--- src/rtl/alu_pkg.sv ---
// Shared ALU definitions: opcode encodings, status-flag bit positions and
// compare-result encodings used by the ALU and its downstream stages.
package alu_pkg;

    typedef enum logic [2:0] {
        OP_AND  = 3'd0,
        OP_OR   = 3'd1,
        OP_ADD  = 3'd2,
        OP_ONES = 3'd3,
        OP_TWOS = 3'd4,
        OP_SUB  = 3'd5,
        OP_MUL  = 3'd6,
        OP_CMP  = 3'd7
    } alu_op_e;

    localparam int FLAG_Z = 0;
    localparam int FLAG_N = 1;
    localparam int FLAG_E = 2;
    localparam int FLAG_C = 3;

    localparam logic [2:0] CMP_GT = 3'b100;
    localparam logic [2:0] CMP_LT = 3'b010;
    localparam logic [2:0] CMP_EQ = 3'b001;

endpackage

--- src/rtl/alu_flag_gen.sv ---
// Combinational status-flag derivation for one ALU result: {C,E,N,Z}.
// Carry is only meaningful for ADD and the equal bit only for CMP.
module alu_flag_gen
    import alu_pkg::*;
#(
    parameter int WIDTH = 32
) (
    input  logic [2:0]       in_op,
    input  logic [WIDTH-1:0] in_result,
    input  logic             in_cout,
    output logic [3:0]       flags
);

    // NOTE: every output of a combinational block gets a default first so no latch is inferred.
    always_comb begin
        flags         = '0;
        flags[FLAG_Z] = (in_result == '0);
        flags[FLAG_N] = in_result[WIDTH-1];
        flags[FLAG_C] = (in_op == OP_ADD) && in_cout;
        // a CMP result is the one-hot {gt,lt,eq}; bit 0 is the equal indicator
        flags[FLAG_E] = (in_op == OP_CMP) && in_result[0];
    end

endmodule

--- src/rtl/alu_result_buffer.sv ---
// First-word-fall-through FIFO that captures ALU results with their flags and
// hands them to the writeback consumer behind valid/ready handshakes.
module alu_result_buffer
    import alu_pkg::*;
#(
    parameter int WIDTH = 32,
    parameter int DEPTH = 4,
    parameter int CNT_W = 3
) (
    input  logic             clk,
    input  logic             rst,
    input  logic             in_valid,
    output logic             in_ready,
    input  logic [2:0]       in_op,
    input  logic [WIDTH-1:0] in_result,
    input  logic             in_cout,
    output logic             out_valid,
    input  logic             out_ready,
    output logic [2:0]       out_op,
    output logic [WIDTH-1:0] out_result,
    output logic [3:0]       out_flags,
    output logic [CNT_W-1:0] out_count
);

    localparam int PTR_W = $clog2(DEPTH);

    typedef struct packed {
        logic [2:0]       op;
        logic [WIDTH-1:0] result;
        logic [3:0]       flags;
    } entry_t;

    entry_t           mem_q [DEPTH];
    entry_t           mem_d [DEPTH];
    logic [PTR_W-1:0] wr_ptr_q, wr_ptr_d;
    logic [PTR_W-1:0] rd_ptr_q, rd_ptr_d;
    logic [PTR_W-1:0] rd_sel;
    logic [CNT_W-1:0] count_q, count_d;
    logic [3:0]       in_flags;
    logic             push;
    logic             pop;

    alu_flag_gen #(.WIDTH(WIDTH)) u_flag_gen (
        .in_op     (in_op),
        .in_result (in_result),
        .in_cout   (in_cout),
        .flags     (in_flags)
    );

    // readiness depends on stored occupancy only, so a full buffer never passes through
    assign in_ready  = !rst && (count_q < CNT_W'(DEPTH));
    assign out_valid = (count_q != '0);
    assign push      = in_valid && in_ready;
    assign pop       = out_valid && out_ready;

    always_comb begin
        mem_d    = mem_q;
        wr_ptr_d = wr_ptr_q;
        rd_ptr_d = rd_ptr_q;
        count_d  = count_q;

        if (push) begin
            mem_d[wr_ptr_q] = '{op: in_op, result: in_result, flags: in_flags};
            wr_ptr_d        = wr_ptr_q + PTR_W'(1);
        end
        if (pop) begin
            rd_ptr_d = rd_ptr_q + PTR_W'(1);
        end

        unique case ({push, pop})
            2'b10:   count_d = count_q + CNT_W'(1);
            2'b01:   count_d = count_q - CNT_W'(1);
            default: count_d = count_q;
        endcase
    end

    // while empty, keep presenting the slot that was read last
    assign rd_sel     = out_valid ? rd_ptr_q : rd_ptr_q - PTR_W'(1);
    assign out_op     = mem_q[rd_sel].op;
    assign out_result = mem_q[rd_sel].result;
    assign out_flags  = mem_q[rd_sel].flags;
    assign out_count  = count_q;

    // NOTE: the storage array is reset because the outputs read it directly and must be zero out of reset.
    // NOTE: sequential state uses non-blocking assignments so every flop samples pre-edge values.
    always_ff @(posedge clk or posedge rst) begin
        if (rst) begin
            for (int i = 0; i < DEPTH; i++) begin
                mem_q[i] <= '0;
            end
            wr_ptr_q <= '0;
            rd_ptr_q <= '0;
            count_q  <= '0;
        end else begin
            mem_q    <= mem_d;
            wr_ptr_q <= wr_ptr_d;
            rd_ptr_q <= rd_ptr_d;
            count_q  <= count_d;
        end
    end

endmodule

--- config.mk ---
export PLATFORM = sky130hd
export DESIGN_NAME = alu_result_buffer
export DESIGN_NICKNAME = d
export VERILOG_FILES = /design/src/rtl/alu_pkg.sv /design/src/rtl/alu_flag_gen.sv /design/src/rtl/alu_result_buffer.sv
export SDC_FILE = /design/constraint.sdc
export NUM_CORES = 1
export LEC_CHECK = 0
export CORE_MARGIN = 10
export CORE_UTILIZATION = 45
export DETAILED_ROUTE_END_ITERATION = 8
export PLACE_DENSITY = 0.7
export SLEW_MARGIN = 15
export SYNTH_ARGS = -nofsm -noshare
export SYNTH_HDL_FRONTEND = slang
export SYNTH_HIERARCHICAL = 1
export SYNTH_SLANG_ARGS = --single-unit
export TNS_END_PERCENT = 100
--- constraint.sdc ---
create_clock -name clk -period 6.7 [get_ports clk]
set_input_delay 1.005 -clock clk [delete_from_list [all_inputs] [get_ports clk]]
set_output_delay 1.005 -clock clk [all_outputs]
set_load 0.03 [all_outputs]
==> summary.txt <==
Total power per unit cell area -> 611 nW/um^2
Worst slew pin tran -> 1080 ps
Nets -> 692
Number of unique standard cell types used by synthesis -> 39
Final Instance Area -> 9980 sq um
Synthesized Nets -> 632
Logic pwr share -> 53.9%
Start-to-end type of the worst setup path -> flop to output port
Area of the core -> 18,700 sq um
Switching Power -> 2.44 mW
# clock sinks -> 163
Library cell contributing the largest single delay on the critical path -> a22oi_4
Resized cells post-CTS -> 0
Number of instances in the synthesized netlist -> 586
DPL Wire Length -> 13,100 microns
Root buffer cell -> clkbuf_16
Maximum number of pins on one net before global-route repair -> 84
Total of warnings raised by yosys -> 6
Min-delay worst type -> flop to flop
Final hold violation count -> 0
Crit end category -> output port
List of most frequent post-synthesis cells -> 173 x mux2_2, 163 x dfrtp_1, 42 x o221ai_1
DR vias -> 5,356
Via-per-instance ratio -> 6.00
CTS hold repair buffers -> 0
Req. time, crit path -> 5690 ps
Clock edge transition at the registers on the reported setup and hold paths -> 60 ps
Shortest period the worst path allows -> 4780 ps
Kind of start point of the critical path -> flop
Post-place instance area -> 9360 sq um
Most instantiated flip-flop cell in the synthesis netlist -> dfrtp_1
Starting density of the core -> 45.7%
Antenna diode instance count -> 0
CTS buffer count -> 17
Net switching fraction of the power -> 40.1%
Drt initial violations -> 232
Port-buffer cells -> 83
Internal power -> 3.65 mW
Total routed wirelength -> 20,600 microns
Share of the core filled with cells -> 53.3%
Total of max-cap violations -> 0
Average wire length per cell after detail routing -> 23.0 microns
Number of buffers and inverters on the critical path -> 3
Placer Congestion -> 0.749
Area of the mapped netlist -> 8540 sq um
Min setup slack post-route -> 1920 ps
Number of enable-type register cells in the synthesized netlist -> 0
Post-Route Setup TNS -> 0 ps
Sequential area share after synthesis -> 47.8%
Leakage power summed over all cells -> 3.96 nW
Ratio of cells with drive above 1 in the final layout -> 43.4%
Area of the die -> 24,900 sq um
VDD IR max -> 363 uV
Vias in the first global route -> 5,937
Number of max-slew violations in the final report -> 0
Antenna violations before repair -> 0
Result of the run -> complete, no violations
Final setup violation count -> 0
Post-Place Setup Slack -> 2380 ps
Post-CTS setup repair buffer count -> 0
Maximum clock path buffer count -> 2
Global-route wire length before repair -> 32,800 microns
Flop and latch count out of synthesis -> 163
Post-placement cell count -> 861
Post-route non-filler standard cell count -> 893
Clock share of power -> 16.9%
Critical Path Max Stage Delay -> 980 ps
Max Clock Freq -> 0.209 GHz
Relative area change from synthesis to final layout -> 16.8%
Antenna-violating nets left -> 0
Average size of a mapped cell -> 14.6 sq um
Synth top area share -> 47.8%
Horizontal die dimension -> 158 microns
Worst clock skew -> 6.97 ps
Most area-consuming cells after synthesis -> dfrtp_1 48%, mux2_2 23%, a2bb2oi_2 5.3%
Delay-heaviest family, CP -> buffers and inverters
Total grt overflow -> 0
Detailed Routing Iterations Pass 1 -> 4
Count of unresolved DRC violations after routing -> 0
Deepest level of the CTS H-tree -> 4
Number of placed I/O pins -> 84
Part of the power in registers -> 29.2%
Data arrival time of the critical path -> 3780 ps
Overall Global Routing Usage -> 17.0%
Worst-skew pair later-pin latency -> 420 ps
Unrepaired setup endpoints after global routing -> no
Die Height -> 158 microns
Worst-case headroom to the max-slew limit -> 28.3%
Synth area leader -> dfrtp_1
Number of placement rows -> 50
CTS tree -> done
Cell with the most instances after synthesis -> mux2_2
Worst-path maximum fanout -> 40
Post-route fraction of the period consumed by the critical path -> 71.4%
Ys async rst share -> 100%
Cells traversed along the worst timing path -> nor3_4 > inv_2 > a22oi_4 > buf_4 > a2bb2oi_2 > clkdlybuf4s50_1
[per-layer routing]
layer  global-route usage [%]  share of wire (%)
met1                     21.0                 44
met2                     29.0                 50
met3                     4.56                5.1
met4                     3.65               0.95
met5                        0                  0
[flip-flops by register name, summed over array words and instances, names as in the netlist]
register and flops:
mem_q 156, rd_ptr_q 2, out_count 3, wr_ptr_q 2
[cell families (layout without fill, tap and decap cells)]
kind of cell    count (synthesis)  in the layout  synth area share [%]
compound gates                114            114                  16.2
xor+xnor                        7              7                 0.718
fa+ha+maj                       6              6                 0.967
buf+inv                        58            131                  4.67
flops                         163            163                  47.8
mux                           199            199                  26.6
simple gates                   39             39                  3.08
[path summary, 6_finish.rpt]
path | start | slack, ps | cells after the start | to
worst max-delay path | out_count[0] | 1920 | 6 | out_op[1]
worst min-delay path | mem_q[62] | 480 | 1 | mem_q[62]
worst max register to register | out_count[2] | 4000 | 9 | out_count[2]
worst min register to register | mem_q[62] | 480 | 1 | mem_q[62]
max in group asynchronous | rst | 3870 | 3 | rd_ptr_q[1]
min in group asynchronous | rst | 1170 | 2 | wr_ptr_q[0]
[through the flow]
| step | power, mW | hold slack (ps) |
|---|---|---|
| global placement | 4.99 | 461 |
| finish | 6.09 | 482 |
| CTS | 6.15 | 487 |
| floorplan | 4.12 | 452 |
| global route | 6.43 | 500 |
| detailed placement | 5.10 | 473 |
[cell usage in the layout, fill, tap and decap left out, types with 4 or more instances in the layout]
master	netlist	final
dfrtp_1	163	162
bufinv_16	0	4
mux2i_1	4	4
inv_1	7	6
o221ai_2	30	30
clkbuf_16	0	17
o221ai_1	42	42
nor2_1	9	9
clkinv_2	0	4
buf_4	11	7
xnor2_1	5	5
clkdlybuf4s50_1	0	83
nor4_1	8	8
a2bb2oi_2	30	30
nor2b_1	7	7
mux2_2	173	173
a2bb2oi_1	5	5
ha_1	5	5
mux2_1	19	19
[power by group through the flow]
stage / registers [mW] / logic (mW) / clock network, mW
after CTS: 1.78 / 3.33 / 1.04
after detailed placement: 1.80 / 3.30 / 0
after global placement: 1.75 / 3.25 / 0
after global routing: 1.84 / 3.50 / 1.09
final: 1.78 / 3.28 / 1.03
after floorplan: 1.70 / 2.42 / 0
[worst reg2reg max path, delay by kind of cell, from the launching register on]
kind / cells / cell delay [ps]
simple gates: 3 / 440
xor+xnor: 2 / 300
flops: 1 / 610
buf+inv: 2 / 690
fa+ha+maj: 2 / 580
[final cells by class]
cell class	count	area [sq um]
Clock buffer	22	464
Inverter	9	38.8
Sequential cell	163	4080
Tap cell	234	293
Clock inverter	10	155
Multi-Input combinational cell	365	4060
Timing Repair Buffer	90	883
Fill cell	1547	8730
Note: power is estimated with default switching activity, not from simulation.
